`config.mk`:
```
export PLATFORM = sky130hd
export DESIGN_NAME = mem_copy_engine_flat
export DESIGN_NICKNAME = d
export VERILOG_FILES = /design/src/rtl/mem_copy_engine_if.sv /design/src/rtl/mem_copy_engine.sv /design/src/flat_wrapper.sv
export SDC_FILE = /design/constraint.sdc
export NUM_CORES = 1
export LEC_CHECK = 0
export CAP_MARGIN = 30
export CORE_MARGIN = 1
export CORE_UTILIZATION = 41
export CTS_CLUSTER_DIAMETER = 200
export DETAILED_ROUTE_END_ITERATION = 10
export PLACE_DENSITY = 0.8
export SLEW_MARGIN = 0
export SYNTH_ARGS = -nofsm -noshare
export SYNTH_HDL_FRONTEND = slang
export SYNTH_SLANG_ARGS = --single-unit
```
`constraint.sdc`:
```
create_clock -name CLK -period 1.6 [get_ports CLK]
set_clock_uncertainty 0.1 [all_clocks]
set_input_delay 0.4 -clock CLK [delete_from_list [all_inputs] [get_ports CLK]]
set_output_delay 0.4 -clock CLK [all_outputs]
set_load 0.02 [all_outputs]
```
`src/rtl/mem_copy_engine_if.sv`:
```
// rtl/mem_copy_engine_if.sv - CPU, memory and copy-command signals of the block-copy engine
interface mem_copy_engine_if;
    logic       Start;
    logic [7:0] SrcAddr;
    logic [7:0] DstAddr;
    logic [7:0] Len;
    logic [7:0] CpuAddress;
    logic       CpuReadMem;
    logic       CpuWriteMem;
    logic [7:0] CpuDataIn;
    logic [7:0] CpuDataOut;
    logic       CpuStall;
    logic [7:0] MemAddress;
    logic       MemReadMem;
    logic       MemWriteMem;
    logic [7:0] MemDataIn;
    logic [7:0] MemDataOut;
    logic       Busy;
    logic       Done;

    modport slave (
        input  Start, SrcAddr, DstAddr, Len,
        input  CpuAddress, CpuReadMem, CpuWriteMem, CpuDataIn,
        output CpuDataOut, CpuStall,
        output MemAddress, MemReadMem, MemWriteMem, MemDataIn,
        input  MemDataOut,
        output Busy, Done
    );

    modport master (
        output Start, SrcAddr, DstAddr, Len,
        output CpuAddress, CpuReadMem, CpuWriteMem, CpuDataIn,
        input  CpuDataOut, CpuStall,
        input  MemAddress, MemReadMem, MemWriteMem, MemDataIn,
        output MemDataOut,
        input  Busy, Done
    );
endinterface

```
`src/rtl/mem_copy_engine.sv`:
```
// rtl/mem_copy_engine.sv - block-copy engine owning the data memory port, CPU pass-through when idle
module mem_copy_engine (
    input  logic                      CLK,
    input  logic                      reset,
    mem_copy_engine_if.slave          bus
);
    typedef enum logic [1:0] {IDLE, RD, WR, DONE} state_t;

    state_t     state;
    logic [7:0] src_ptr;
    logic [7:0] dst_ptr;
    logic [7:0] cnt;
    logic [7:0] buf_q;
    logic       busy_q;
    logic       done_q;

    always_ff @(posedge CLK) begin
        if (reset) begin
            state   <= IDLE;
            src_ptr <= 8'd0;
            dst_ptr <= 8'd0;
            cnt     <= 8'd0;
            buf_q   <= 8'd0;
            busy_q  <= 1'b0;
            done_q  <= 1'b0;
        end else begin
            case (state)
                IDLE: begin
                    done_q <= 1'b0;
                    if (bus.Start) begin
                        src_ptr <= bus.SrcAddr;
                        dst_ptr <= bus.DstAddr;
                        cnt     <= bus.Len;
                        if (bus.Len == 8'd0) begin
                            state  <= DONE;
                            done_q <= 1'b1;
                        end else begin
                            state  <= RD;
                            busy_q <= 1'b1;
                        end
                    end
                end
                RD: begin
                    // Memory read is combinational, so the byte is captured in its address cycle
                    buf_q <= bus.MemDataOut;
                    state <= WR;
                end
                WR: begin
                    src_ptr <= src_ptr + 8'd1;
                    dst_ptr <= dst_ptr + 8'd1;
                    cnt     <= cnt - 8'd1;
                    if (cnt == 8'd1) begin
                        state  <= DONE;
                        busy_q <= 1'b0;
                        done_q <= 1'b1;
                    end else begin
                        state <= RD;
                    end
                end
                default: begin
                    // DONE: Start is deliberately not sampled here
                    done_q <= 1'b0;
                    state  <= IDLE;
                end
            endcase
        end
    end

    always_comb begin
        bus.MemAddress  = bus.CpuAddress;
        bus.MemReadMem  = bus.CpuReadMem;
        bus.MemWriteMem = bus.CpuWriteMem;
        bus.MemDataIn   = bus.CpuDataIn;
        bus.CpuDataOut  = bus.MemDataOut;
        if (state == RD) begin
            bus.MemAddress  = src_ptr;
            bus.MemReadMem  = 1'b1;
            bus.MemWriteMem = 1'b0;
            bus.CpuDataOut  = 8'd0;
        end else if (state == WR) begin
            bus.MemAddress  = dst_ptr;
            bus.MemReadMem  = 1'b0;
            bus.MemWriteMem = 1'b1;
            bus.MemDataIn   = buf_q;
            bus.CpuDataOut  = 8'd0;
        end
    end

    assign bus.Busy     = busy_q;
    assign bus.CpuStall = busy_q;
    assign bus.Done     = done_q;
endmodule

```
`src/flat_wrapper.sv`:
```
// flat-port wrapper written by rule: the top's interface ports become plain ports
module mem_copy_engine_flat 
  (CLK, reset, bus_Start, bus_SrcAddr, bus_DstAddr, bus_Len, bus_CpuAddress, bus_CpuReadMem, bus_CpuWriteMem, bus_CpuDataIn, bus_CpuDataOut, bus_CpuStall, bus_MemAddress, bus_MemReadMem, bus_MemWriteMem, bus_MemDataIn, bus_MemDataOut, bus_Busy, bus_Done);
  mem_copy_engine_if bus_i ();
  input  logic CLK;
  input  logic reset;
  input wire logic [$bits(bus_i.Start)-1:0] bus_Start;
  input wire logic [$bits(bus_i.SrcAddr)-1:0] bus_SrcAddr;
  input wire logic [$bits(bus_i.DstAddr)-1:0] bus_DstAddr;
  input wire logic [$bits(bus_i.Len)-1:0] bus_Len;
  input wire logic [$bits(bus_i.CpuAddress)-1:0] bus_CpuAddress;
  input wire logic [$bits(bus_i.CpuReadMem)-1:0] bus_CpuReadMem;
  input wire logic [$bits(bus_i.CpuWriteMem)-1:0] bus_CpuWriteMem;
  input wire logic [$bits(bus_i.CpuDataIn)-1:0] bus_CpuDataIn;
  output wire logic [$bits(bus_i.CpuDataOut)-1:0] bus_CpuDataOut;
  output wire logic [$bits(bus_i.CpuStall)-1:0] bus_CpuStall;
  output wire logic [$bits(bus_i.MemAddress)-1:0] bus_MemAddress;
  output wire logic [$bits(bus_i.MemReadMem)-1:0] bus_MemReadMem;
  output wire logic [$bits(bus_i.MemWriteMem)-1:0] bus_MemWriteMem;
  output wire logic [$bits(bus_i.MemDataIn)-1:0] bus_MemDataIn;
  input wire logic [$bits(bus_i.MemDataOut)-1:0] bus_MemDataOut;
  output wire logic [$bits(bus_i.Busy)-1:0] bus_Busy;
  output wire logic [$bits(bus_i.Done)-1:0] bus_Done;
  assign bus_i.Start = bus_Start;
  assign bus_i.SrcAddr = bus_SrcAddr;
  assign bus_i.DstAddr = bus_DstAddr;
  assign bus_i.Len = bus_Len;
  assign bus_i.CpuAddress = bus_CpuAddress;
  assign bus_i.CpuReadMem = bus_CpuReadMem;
  assign bus_i.CpuWriteMem = bus_CpuWriteMem;
  assign bus_i.CpuDataIn = bus_CpuDataIn;
  assign bus_CpuDataOut = bus_i.CpuDataOut;
  assign bus_CpuStall = bus_i.CpuStall;
  assign bus_MemAddress = bus_i.MemAddress;
  assign bus_MemReadMem = bus_i.MemReadMem;
  assign bus_MemWriteMem = bus_i.MemWriteMem;
  assign bus_MemDataIn = bus_i.MemDataIn;
  assign bus_i.MemDataOut = bus_MemDataOut;
  assign bus_Busy = bus_i.Busy;
  assign bus_Done = bus_i.Done;
  mem_copy_engine u_core (.CLK(CLK), .reset(reset), .bus(bus_i));
endmodule
```
-- Word level (Yosys, flattened, before mapping)
Cells that the tools add are included.
- register bits: 36
- input port bits: 53
- output and inout port bits: 29
- add/sub/neg operators: 3
- eq/ne operators: 6
- muxes and demuxes: 28
- bitwise logic cells: 1
- reductions and logical operators: 6
- operators with widths (operator ; count):
    8-bit 2-to-1 mux ; 9
    8-bit one-hot mux with 2 select lines ; 3
    8-bit by 1-bit adder with 8-bit output, second input constant ; 2
    1-bit 2-to-1 mux ; 10
    8-bit by 1-bit equality test with 1-bit output, second input constant ; 1
    8-bit zero test ; 1
    8-bit by 1-bit subtractor with 8-bit output, second input constant ; 1
    2-bit 2-to-1 mux ; 3
    2-bit one-hot mux with 3 select lines ; 1
    2-bit inequality test, second input constant ; 2
    2-bit AND reduction ; 2
    4-bit AND reduction ; 1
    1-bit one-hot mux with 3 select lines ; 1
    2-bit by 1-bit equality test with 1-bit output, second input constant ; 1
    2-bit equality test, second input constant ; 1
    2-bit zero test ; 1
    2-bit by 1-bit inequality test with 1-bit output, second input constant ; 1
    1-bit one-hot mux with 2 select lines ; 1
    2-bit nonzero test ; 1
    1-bit inverter ; 1

-- Longest topological paths before layout
Gate-level depths: netlist of the first run.
- depth after elaboration: 4
- mapped depth: 6
- depth with buffers taken out: 6

-- Least setup slack after synthesis of the first run
OpenSTA, ideal clock, no wires.
- path type: reg-to-output
- from: register u_core.state[0]
- to: output bus_MemReadMem
- arrival: 1.333 ns
- data required time: 1.100 ns
- setup slack: -0.233 ns
- cell stages (with the launch flop): 6
- buffers on the path: 3
- cell sequence: dfxtp_1 -> buf_6 -> buf_2 -> buf_2 -> nor2_1 -> o21ai_0
- cells in the longest elaborated chain, start to end: 3
- RTL lines (what ; line ; source):
    start, declared ; mem_copy_engine.sv:9 ; state_t state;
    start signal, assigned ; mem_copy_engine.sv:19 ; state <= IDLE;
    start signal, assigned ; mem_copy_engine.sv:35 ; state <= DONE;
    start signal, assigned ; mem_copy_engine.sv:38 ; state <= RD;
    2-bit equality test ; mem_copy_engine.sv:80 ; end else if (state == WR) begin
    1-bit 2-to-1 mux ; mem_copy_engine.sv:80 ;
    1-bit 2-to-1 mux (*) ; mem_copy_engine.sv:75 ; if (state == RD) begin
    end, declared ; flat_wrapper.sv:18 ; output wire logic [$bits(bus_i.MemReadMem)-1:0] bus_MemReadMem;
Mark *: on every way between the ends. The rest lies on a longest branch, timed or not.

-- Worst setup path after layout of the first run
- from: input bus_CpuAddress[5]
- to: output bus_MemAddress[5]
- cells in the longest elaborated chain, start to end: 2
- RTL lines (what ; line ; source):
    start, declared ; flat_wrapper.sv:11 ; input wire logic [$bits(bus_i.CpuAddress)-1:0] bus_CpuAddress;
    8-bit 2-to-1 mux ; mem_copy_engine.sv:80 ;
    8-bit 2-to-1 mux ; mem_copy_engine.sv:75 ;
    end, declared ; flat_wrapper.sv:17 ; output wire logic [$bits(bus_i.MemAddress)-1:0] bus_MemAddress;
Every way passes these cells.

==> results.py, run 1 <==
metrics = {
    "detailed_routing": {
        "drt-initial-drc-count": 214,
        "drtPass1Iterations": 5,
        "routed_wl_um": 8960,
        "viasPerCell": 5.65,
        "ant_nets": 0,
        "wire_per_inst_um": 16.8,
        "vias": 3004,
        "drc": 0,
    },
    "sta": {
        "timing.slew.headroom_pct": 72.4,
        "fin_crit_sh_pct": 118,
        "setup_viol": 27,
        "finalCriticalPeriod_ps": 1890,
        "max_freq_mhz": 528,
        "hold_viol": 0,
        "drv_slew": 0,
        "setup_ws_ps": -295,
        "timing_worst_slew_pin_value_ps": 411,
        "rsz0062_at_grt": "yes",
    },
    "pwr": {
        "max-vdd-ir-drop_mv": 0.450,
        "finalPower_mw": 2.91,
        "switchingPower_mw": 0.983,
        "p_int_mw": 1.93,
        "p_leak_nw": 1.80,
        "seq_power_share_pct": 35.5,
        "combPwrFrac_pct": 43.0,
        "p_clk_share_pct": 21.6,
        "power_density_nw_per_um2": 679,
        "switching_share_pct": 33.8,
    },
    "final_layout": {
        "layoutNonFillerInstCount": 532,
        "layout-drive-gt1-share_pct": 40.7,
        "area_delta_synth_final_pct": 85.5,
        "antenna_cells": 0,
        "final_nets": 519,
    },
    "floorplan": {
        "core_um2": 5270,
        "die_area_um2": 5930,
        "start_util_pct": 43.8,
        "die_h_um": 77.0,
        "io_pins": 82,
        "die_w_um": 77.0,
        "rows": 26,
    },
    "yosys": {
        "synth_commonest_cells": "nand2_1, a21oi_1, dfxtp_1",
        "yosysSeqAreaShare_pct": 31.2,
        "async_flop_share_pct": 0,
        "yosys_most_used_dff": "dfxtp_1",
        "syn_nets": 367,
        "ys_warn_count": 0,
        "synth_area_leaders": "dfxtp_1, nand2_1, a21oi_1",
        "synth_edf_count": 0,
        "yosysMostFrequentCell": "nand2_1",
        "post_synth.cell_area_avg_um2": 7.45,
        "ys_types": 50,
        "yosysTopAreaCell": "dfxtp_1",
        "netlist_instances": 310,
        "synth_top_area_share_pct": 31.2,
        "synth_seq_cells": 36,
        "netlist_area_um2": 2310,
    },
    "outcome": {
        "violations": "setup timing",
        "outcome": "finished, violations left",
    },
    "global_routing": {
        "grtUsageTotal_pct": 30.0,
        "grt_overflow": 0,
        "antenna_found_initial": 0,
        "grt_pass1_wl_um": 14100,
        "grt_max_degree": 24,
        "first_global_vias": 2910,
    },
    "min_path": {
        "hold_path_class": "flip-flop to flip-flop",
    },
    "placed_design": {
        "place_ws_ps": -767,
        "dp.final_hpwl_um": 5870,
        "gp_congestion": 0.928,
        "place_inst": 510,
        "port_buffers": 81,
    },
    "clock_tree": {
        "cts_tree": "yes",
        "htree_levels": 2,
        "clk_latency_ps": 290,
        "cts_buffers": 5,
        "clock_sinks": 36,
        "ctsHoldBuffers": 0,
        "path_clk_slew_ps": 70,
        "cts_root_buf": "clkbuf_8",
        "clockBufferDepth": 2,
    },
    "critical_path": {
        "cp.required_ps": 1100,
        "critPathSlowestCell": "clkdlybuf4s50_1",
        "arrival_ps": 1390,
        "cp-start-kind": "input pin",
        "slowest_delay_ps": 480,
        "path_cells": "clkdlybuf4s50_1, nor2b_1, a211oi_2, a31oi_4, buf_6",
        "critPathMaxFanout": 2,
        "critPathKind": "input pin to output pin",
        "endpoint_kind": "output pin",
    },
    "run": {
        "drv_cap": 0,
    },
}
area by class of cell:
type	count	area, µm²
clock buffer	6	72.6
clock inverter	1	5.00
fill	351	987
inverter	8	30.0
multi-input combinational	244	1800
sequential	36	728
tap	70	87.6
timing repair buffer	167	1560
what timing repair did:
action	in CTS	in global routing
hold endpoints to repair	0	0
setup buffers	9	5
setup endpoints to repair	51	43
gates cloned	2	0
gates resized for setup	219	27
pin swaps	23	8
power by group through the flow:
stage	registers [mW]	logic, mW	clock network [mW]
2_1_floorplan	1.05	0.540	0
3_3_place_gp	1.04	1.06	0
3_5_place_dp	1.04	1.08	0
4_1_cts	1.03	1.18	0.634
5_1_grt	1.04	1.33	0.665
6_report	1.03	1.25	0.628
layout by cell type, fill, tap and decap left out, drive strengths merged, types with 10 or more instances in the layout:
master / synthesis / final
a211oi: 10 / 10
a21oi: 38 / 38
buf: 14 / 112
clkdlybuf4s50: 0 / 40
dfxtp: 36 / 36
dlygate4sd2: 0 / 15
nand2: 62 / 62
nor2: 19 / 19
nor2b: 10 / 11
o21ai: 10 / 10
flip-flops by register name, indices dropped and copies added, names as in the netlist:
| name | cells |
|---|---|
| u_core.buf_q | 8 |
| u_core.bus.Busy | 1 |
| u_core.bus.Done | 1 |
| u_core.cnt | 8 |
| u_core.dst_ptr | 8 |
| u_core.src_ptr | 8 |
| u_core.state | 2 |
through the flow:
step	setup TNS [ps]	utilization, %	hold WS (ps)	area, µm²
finish	-5380	81.3	361	4280
global route	-6900	81.3	383	4280
CTS	-5250	79.0	356	4160
detailed placement	-22900	72.2	346	3800
global placement	-21880	72.2	341	3800
floorplan	0	-	337	2470
cell families (layout without fill, tap and decap cells):
family,count (synthesis),count (layout),share of synthesized area (%)
compound gates,99,99,28.4
xor+xnor,2,2,0.759
fa+ha+maj,5,5,2.60
buf+inv,31,182,6.40
flops,36,36,31.2
mux,8,8,3.47
simple gates,129,130,27.2
metal layers:
metal	wire length [µm]	GRT usage [%]	vias up
met2	4560	52.8	101
met5	0	0	-
met1	3810	36.9	1449
li1	-	-	1440
met4	172	10.8	0
met3	413	4.52	14
critical path: cells and delay by family:
kind	cells	cell delay, ps
buffers and inverters	2	620
AND/OR/NAND/NOR	1	160
AO/OA/AOI/OAI	2	210
path summary, 6_finish.rpt:
kind	start	endpoint	slack, ps	cells past startpoint
worst min register to register	u_core.buf_q[1]$_SDFFE_PP0N_	u_core.buf_q[1]$_SDFFE_PP0N_	360	2
worst max-delay path	bus_CpuAddress[5]	bus_MemAddress[5]	-290	5
worst min-delay path	u_core.buf_q[1]$_SDFFE_PP0N_	u_core.buf_q[1]$_SDFFE_PP0N_	360	2
worst max register to register	u_core.state[0]$_SDFFE_PP0P_	u_core.src_ptr[7]$_SDFFE_PP0P_	0	6
No activity file was read; power rests on OpenSTA's default activity.
==> inputs of run 2 (changes only) <==
--- a/config.mk
+++ b/config.mk
@@ -11,7 +11,7 @@
 export CTS_CLUSTER_DIAMETER = 200
 export DETAILED_ROUTE_END_ITERATION = 10
 export PLACE_DENSITY = 0.8
-export SLEW_MARGIN = 0
+export SLEW_MARGIN = 20
 export SYNTH_ARGS = -nofsm -noshare
 export SYNTH_HDL_FRONTEND = slang
 export SYNTH_SLANG_ARGS = --single-unit
==> results of run 2 <==
The final DEF is identical to that of run 1; final timing and power are the same.
